$ cat src/rtl/icb_dem_tap_responder.sv
// Delay-tap responder: LOAD/step the tap, settle for SETTLE_CNT cycles, then flag taps outside the eye.
// Build option: define ICB_DEM_JITTER_EN to dither flag setting near the eye edges with a 16-bit LFSR.
module icb_dem_tap_responder #(
   parameter int TAP_CNT_WIDTH = 8,
   parameter int EYE_LO        = 64,
   parameter int EYE_HI        = 160,
   parameter int SETTLE_CNT    = 4
) (
   input  logic                     SCLK,
   input  logic                     RESET,
   input  logic                     ICB_CLK_ALGN_LOAD,
   input  logic [TAP_CNT_WIDTH-1:0] ICB_CLK_ALGN_TAPDLY,
   input  logic                     ICB_CLK_ALGN_MOV,
   input  logic                     ICB_CLK_ALGN_DIR,
   input  logic                     ICB_CLK_ALGN_CLR_FLGS,
   output logic                     IOD_EARLY,
   output logic                     IOD_LATE,
   output logic                     IOD_OOR,
   output logic [TAP_CNT_WIDTH-1:0] TAP_VALUE,
   output logic                     BUSY
);

   typedef enum logic [1:0] {
      ST_IDLE   = 2'd0,
      ST_SETTLE = 2'd1,
      ST_EVAL   = 2'd2
   } state_t;

   localparam logic [TAP_CNT_WIDTH-1:0] TAP_MAX  = '1;
   localparam logic [TAP_CNT_WIDTH-1:0] TAP_ONE  = TAP_CNT_WIDTH'(1);
   localparam logic [3:0]               CNT_INIT = 4'(SETTLE_CNT - 1);

   state_t                     r_state, w_state_nxt;
   logic [TAP_CNT_WIDTH-1:0]   r_tap, w_tap_nxt;
   logic [3:0]                 r_cnt, w_cnt_nxt;
   logic                       r_early, r_late, r_oor;
   logic                       w_set_early, w_set_late, w_set_oor;
   logic                       w_below, w_above, w_gate_lo, w_gate_hi;
   logic signed [31:0]         w_tap_i;

   assign w_tap_i = signed'(32'(r_tap));
   assign w_below = w_tap_i < EYE_LO;
   assign w_above = w_tap_i > EYE_HI;

`ifdef ICB_DEM_JITTER_EN
   logic [15:0] r_lfsr;

   always_ff @(posedge SCLK) begin
      if (RESET) r_lfsr <= 16'hACE1;
      else       r_lfsr <= {r_lfsr[14:0], r_lfsr[15] ^ r_lfsr[13] ^ r_lfsr[12] ^ r_lfsr[10]};
   end

   // Within three taps outside the eye the flag only lands when the LFSR allows it.
   assign w_gate_lo = (w_tap_i < EYE_LO - 3) | r_lfsr[0];
   assign w_gate_hi = (w_tap_i > EYE_HI + 3) | r_lfsr[0];
`else
   assign w_gate_lo = 1'b1;
   assign w_gate_hi = 1'b1;
`endif

   always_comb begin
      // NOTE: every signal driven here gets a default first, so no path can infer a latch.
      w_state_nxt = r_state;
      w_tap_nxt   = r_tap;
      w_cnt_nxt   = r_cnt;
      w_set_early = 1'b0;
      w_set_late  = 1'b0;
      w_set_oor   = 1'b0;
      case (r_state)
         ST_IDLE: begin
            if (ICB_CLK_ALGN_MOV) begin
               w_state_nxt = ST_SETTLE;
               w_cnt_nxt   = CNT_INIT;
               if (ICB_CLK_ALGN_DIR) begin
                  if (r_tap == TAP_MAX) w_set_oor = 1'b1;
                  else                  w_tap_nxt = r_tap + TAP_ONE;
               end else begin
                  if (r_tap == '0)      w_set_oor = 1'b1;
                  else                  w_tap_nxt = r_tap - TAP_ONE;
               end
            end
         end
         ST_SETTLE: begin
            if (r_cnt == '0) w_state_nxt = ST_EVAL;
            else             w_cnt_nxt   = r_cnt - 4'd1;
         end
         ST_EVAL: begin
            w_state_nxt = ST_IDLE;
            w_set_early = w_below & w_gate_lo;
            w_set_late  = w_above & w_gate_hi;
         end
         default: w_state_nxt = ST_IDLE;
      endcase
      // LOAD is honoured in every state, drops a coincident MOV and restarts settling.
      if (ICB_CLK_ALGN_LOAD) begin
         w_state_nxt = ST_SETTLE;
         w_tap_nxt   = ICB_CLK_ALGN_TAPDLY;
         w_cnt_nxt   = CNT_INIT;
         w_set_oor   = 1'b0;
      end
   end

   always_ff @(posedge SCLK) begin
      // NOTE: non-blocking assignments so every register samples pre-edge values.
      if (RESET) begin
         r_state <= ST_IDLE;
         r_tap   <= '0;
         r_cnt   <= '0;
         r_early <= 1'b0;
         r_late  <= 1'b0;
         r_oor   <= 1'b0;
      end else begin
         r_state <= w_state_nxt;
         r_tap   <= w_tap_nxt;
         r_cnt   <= w_cnt_nxt;
         r_early <= w_set_early | (r_early & ~ICB_CLK_ALGN_CLR_FLGS);
         r_late  <= w_set_late  | (r_late  & ~ICB_CLK_ALGN_CLR_FLGS);
         r_oor   <= w_set_oor   | (r_oor   & ~ICB_CLK_ALGN_CLR_FLGS);
      end
   end

   assign TAP_VALUE = r_tap;
   assign BUSY      = (r_state == ST_SETTLE);
   assign IOD_EARLY = r_early;
   assign IOD_LATE  = r_late;
   assign IOD_OOR   = r_oor;

endmodule

$ cat config.mk
export PLATFORM = sky130hd
export DESIGN_NAME = icb_dem_tap_responder
export DESIGN_NICKNAME = d
export VERILOG_FILES = /design/src/rtl/icb_dem_tap_responder.sv
export SDC_FILE = /design/constraint.sdc
export NUM_CORES = 1
export LEC_CHECK = 0
export CELL_PAD_IN_SITES_DETAIL_PLACEMENT = 1
export CELL_PAD_IN_SITES_GLOBAL_PLACEMENT = 2
export CORE_ASPECT_RATIO = 0.75
export CORE_MARGIN = 3
export CORE_UTILIZATION = 27
export CTS_BUF_LIST = sky130_fd_sc_hd__clkbuf_8
export CTS_CLUSTER_DIAMETER = 60
export CTS_CLUSTER_SIZE = 28
export DETAILED_ROUTE_END_ITERATION = 10
export PLACE_DENSITY = 0.75
export SYNTH_ARGS = -nofsm -noshare
export SYNTH_HDL_FRONTEND = slang
export SYNTH_SLANG_ARGS = --single-unit
$ cat constraint.sdc
create_clock -name SCLK -period 1.76 [get_ports SCLK]
set_input_delay 0.352 -clock SCLK [delete_from_list [all_inputs] [get_ports SCLK]]
set_output_delay 0.352 -clock SCLK [all_outputs]
set_load 0.005 [all_outputs]
Yosys cells after proc, flatten, opt, wreduce, memory -nomap -nowiden
Index checks and enable logic that the tools add are counted.
{"block": "op_classes", "addsub": 3, "n_lt_le_gt_ge": 2, "n_eq_ne": 11, "mux": 22, "bitwise": 7, "n_reduce_logical": 13}
{"op": "2-to-1 mux 8 bit", "n": 6}
{"op": "inequality test 3 bit (second input constant)", "n": 4}
{"op": "2-to-1 mux 1 bit", "n": 9}
{"op": "adder 8 x 1 -> 8 bit (second input constant)", "n": 1}
{"op": "== test 8 bit (second input constant)", "n": 1}
{"op": "> comparator 8 bit (second input constant)", "n": 1}
{"op": "zero test 8 bit", "n": 1}
{"op": "less-than comparator 8 x 7 -> 1 bit (second input constant)", "n": 1}
{"op": "2-to-1 mux 4 bit", "n": 2}
{"op": "one-hot mux 4 bit (2 select lines)", "n": 1}
{"op": "subtractor 8 x 1 -> 8 bit (second input constant)", "n": 1}
{"op": "2-to-1 mux 2 bit", "n": 3}
{"op": "AND reduction 3 bit", "n": 2}
{"op": "nonzero test 2 bit", "n": 3}
{"op": "zero test 4 bit", "n": 1}
{"op": "inequality test 2 bit (second input constant)", "n": 2}
{"op": "one-hot mux 2 bit (2 select lines)", "n": 1}
{"op": "AND reduction 2 bit", "n": 2}
{"op": "AND reduction 4 bit", "n": 1}
{"op": "subtractor 4 x 1 -> 4 bit (second input constant)", "n": 1}
{"op": "AND 1 bit", "n": 3}
{"op": "inequality test 3 x 2 -> 1 bit (second input constant)", "n": 1}
{"op": "OR 1 bit", "n": 3}
{"op": "nonzero test 3 bit", "n": 1}
{"op": "other kinds (6)", "n": 6}
{"block": "totals", "regBits": 17, "output_inout_bits": 12, "elab_cells": 66}

Longest topological paths before layout
{"block": "depth", "depth_word": 7, "mapped_depth": 7}

Worst setup path before layout
No wires, ideal clock.
{"block": "synth_path", "path_kind": "input port to flip-flop", "start": "input port ICB_CLK_ALGN_DIR", "end": "register r_tap[4], in the netlist TAP_VALUE[4]", "setup_ns": 0.103, "arrival_time_ns": 1.681, "t_required_ns": 1.657, "slack_ns": -0.025, "cell_stages": 7, "path_cell_list": "inv_1 -> fa_1 -> a21o_1 -> a21oi_1 -> xnor2_1 -> nor3_1 -> a2111oi_2"}
{"block": "synth_via", "elab_chain_len": 4}
{"element": "from (decl)", "line": "14", "source": "input logic ICB_CLK_ALGN_DIR,"}
{"element": "2-to-1 mux 8 bit", "line": "74", "source": "if (ICB_CLK_ALGN_DIR) begin"}
{"element": "2-to-1 mux 8 bit", "line": "71", "source": "if (ICB_CLK_ALGN_MOV) begin"}
{"element": "2-to-1 mux 8 bit", "line": "69", "source": "case (r_state)"}
{"element": "2-to-1 mux 8 bit", "line": "95", "source": "if (ICB_CLK_ALGN_LOAD) begin"}
{"element": "to (signal assigned)", "line": "114", "source": "r_tap <= w_tap_nxt;"}
{"element": "to (decl)", "line": "34", "source": "logic [TAP_CNT_WIDTH-1:0] r_tap, w_tap_nxt;"}
Several ways; a longest one is shown, not always the timed one. The select of a mux whose other input is x is not followed.
A chain may end at the register's enable or synchronous reset.

Worst setup path after layout
{"block": "layout_path", "start": "register r_tap[0], in the netlist TAP_VALUE[0]", "end": "register r_tap[6], in the netlist TAP_VALUE[6]"}
{"block": "layout_via", "elab_chain_len": 6}
{"element": "subtractor 8 x 1 -> 8 bit / adder 8 x 1 -> 8 bit (equally long branches)", "line": "79, 76"}
{"element": "2-to-1 mux 8 bit, on equally long branches", "line": "78, 75"}
{"element": "2-to-1 mux 8 bit", "line": "74"}
{"element": "2-to-1 mux 8 bit", "line": "71"}
{"element": "2-to-1 mux 8 bit", "line": "69"}
{"element": "2-to-1 mux 8 bit", "line": "95"}
Several ways; a longest one is shown, not always the timed one. The select of a mux whose other input is x is not followed.

==> out/metrics.yaml <==
floorplan:
  die_w_um: 80.5
  initial_core_util_pct: 29.4
  ios: 26
  rows: 19
  core_area_um2: 3830
  die-area_um2: 4980
  die_h_um: 61.9
yosys:
  syn_nets: 157
  netlist_area_um2: 1120
  synth_top_area_share_pct: 30.3
  synth_ff_type: "dfxtp_1"
  yosys.area.top_type: "dfxtp_1"
  yosys-top-cells-area: "dfxtp_1 (30%), ha_1 (7.8%), nor2_1 (5.7%)"
  async_flop_share_pct: 0
  ys_warn_count: 0
  yosysSeqAreaShare_pct: 30.3
  ys_ff_latch: 17
  syn_avg_cell_area_um2: 8.32
  synth-edff-count: 0
  syn_inst: 135
  synth.distinct_cells: 43
clock_tree:
  htreeDepth: 1
  clock-sinks: 17
  worstSkewPairLatency_ns: 0.25
  cts_root_buffer: "clkbuf_8"
  clk_pin_slew_worst_paths_ns: 0.07
  cts_tree: "built"
  cts-buffers-inserted: 3
  cts.path.max_buffers: 2
sta:
  tightest_slew_ns: 0.329
  post-route-worst-setup-slack_ns: 0.0614
  setup_tns_ns: 0
  hold_viol_final: 0
  max-slew-margin-rel_pct: 77.9
  report.final.slew_viol_count: 0
  rsz0062_at_grt: "yes"
  period_minus_slack_ns: 1.70
  setup_viol: 0
  max_freq_mhz: 589
  skew_ns: 0.00127
  finalCritPeriodShare_pct: 96.5
finish:
  instances_no_fill: 236
  utilization_pct: 45.5
  drive_gt1_share_pct: 28.8
  syn_to_final_growth_pct: 55.1
  nNetsFinal: 207
  num_antenna_cells: 0
  final_common_cell: "clkdlybuf4s50_1"
  nFillCells: 450
  layout_common_cells: "clkdlybuf4s50_1 (24), buf_4 (23), nor2_1 (17)"
critical_path:
  critPathKind: "reg -> reg"
  reg2reg_to: "TAP_VALUE[6]$_SDFFE_PP0P_"
  r2r-start: "TAP_VALUE[0]$_SDFFE_PP0P_"
  worstRegToRegCells: 6
  cp-start-kind: "register"
  crit_arrival_ns: 1.86
  endpoint: "TAP_VALUE[6]$_SDFFE_PP0P_"
  rrSetupSlack_ns: 0.06
  crit_required_ns: 1.92
  timing.critical_path.from: "TAP_VALUE[0]$_SDFFE_PP0P_"
  critPathCaptureType: "register"
  cp_max_fo: 5
power_and_ir_drop:
  peakVddDrop_uv: 265
  powerDensity_nw_per_um2: 699
  p_leak_nw: 0.699
  power_mw: 1.22
detailed_routing:
  post-route-drc-count: 0
  drt_iter0_markers: 30
  wl_per_cell_um: 16.6
  viasPerCell: 5.03
  route.antenna.remaining_nets: 0
  drt-pass1-iter-count: 4
  vias: 1188
  wl_um: 3910
run_status:
  status: "finished, final reports clean"
global_routing:
  antenna_found_initial: 0
  grt_usage_pct: 16.8
  grt-ovfl-total: 0
  grt_max_degree: 10
  grt_pass1_wl_um: 6380
  grt_pass1_vias: 1294
place:
  place_ws_ns: -0.606
  placed_cells: 229
  numPortBuffers: 25
  dpl.hpwl_um: 3020
  gp_congestion: 0.904
min_path:
  min-delay-start: "IOD_LATE$_SDFF_PP0_"
  hold_class: "reg -> reg"
  holdPathStages: 2
run:
  cap_violations: 0
==> metal layers <==
layer	track usage [%]	wire length, um
met5	0	0
met4	3.86	34
met3	4.90	197
met2	28.8	1760
met1	21.4	1920
==> stage by stage <==
step | hold WS, ns | area (um^2)
global route | 0.532 | 1740
finish | 0.474 | 1740
detailed placement | 0.468 | 1570
global placement | 0.453 | 1570
floorplan | 0.421 | 1130
CTS | 0.479 | 1640
==> worst min-delay path by stage <==
| stage | to |
|---|---|
| floorplan | TAP_VALUE[3]$_SDFFE_PP0P_ |
| global placement | IOD_LATE$_SDFF_PP0_ |
| detailed placement | IOD_LATE$_SDFF_PP0_ |
| CTS | IOD_LATE$_SDFF_PP0_ |
| global route | IOD_LATE$_SDFF_PP0_ |
| finish | IOD_LATE$_SDFF_PP0_ |
==> registers in the layout, summed over array words and instances, names as in the netlist <==
signal,flops
IOD_OOR,1
r_state,2
r_cnt,4
IOD_EARLY,1
IOD_LATE,1
TAP_VALUE,8
==> worst max-delay path, stage by stage (launching register included) <==
cell	delay (ns)
dfxtp_2	0.38
fa_2	0.41
a21o_1	0.20
nand3_2	0.10
mux2i_1	0.19
o21ai_1	0.09
a221oi_1	0.22
==> report_power, final <==
group          internal [mW]  switching, mW
combinational          0.251          0.211
sequential             0.413         0.0432
clock                  0.155          0.144
==> what timing repair did <==
action                     4_1_cts  5_1_grt
hold buffers                     0        0
resized for setup                7       21
setup endpoints to repair        9       12
pin swaps                        3        7
buffers inserted                 1        2
==> kinds of logic (layout without fill, tap and decap cells) <==
logic type,after synthesis,in the layout,share of synthesized area (%)
simple gates,53,53,24.6
compound gates,34,34,22.0
flops,17,17,30.3
buf+inv,12,61,4.68
xor+xnor,9,9,7.02
fa+ha+maj,8,8,9.58
mux,2,2,1.78
==> synthesized netlist by cell type (all sizes together), types with 3 or more instances <==
cell	n
dfxtp	17
nor2	17
nand2	13
a21oi	10
inv	8
ha	7
nand3	5
xnor2	5
xor2	4
a21o	3
and2	3
nand4	3
o21ai	3
==> area by class of cell <==
class	instances	area (um^2)	area share, %
multi-input cells	106	826	47.4
repair buffers	48	423	24.3
flip-flops and latches	17	348	20.0
well taps	52	65.1	3.73
clock buffers	3	41.3	2.37
inverters	9	36.3	2.08
clock inverters	1	3.75	0.215
Power figures use the tool's default switching activity.
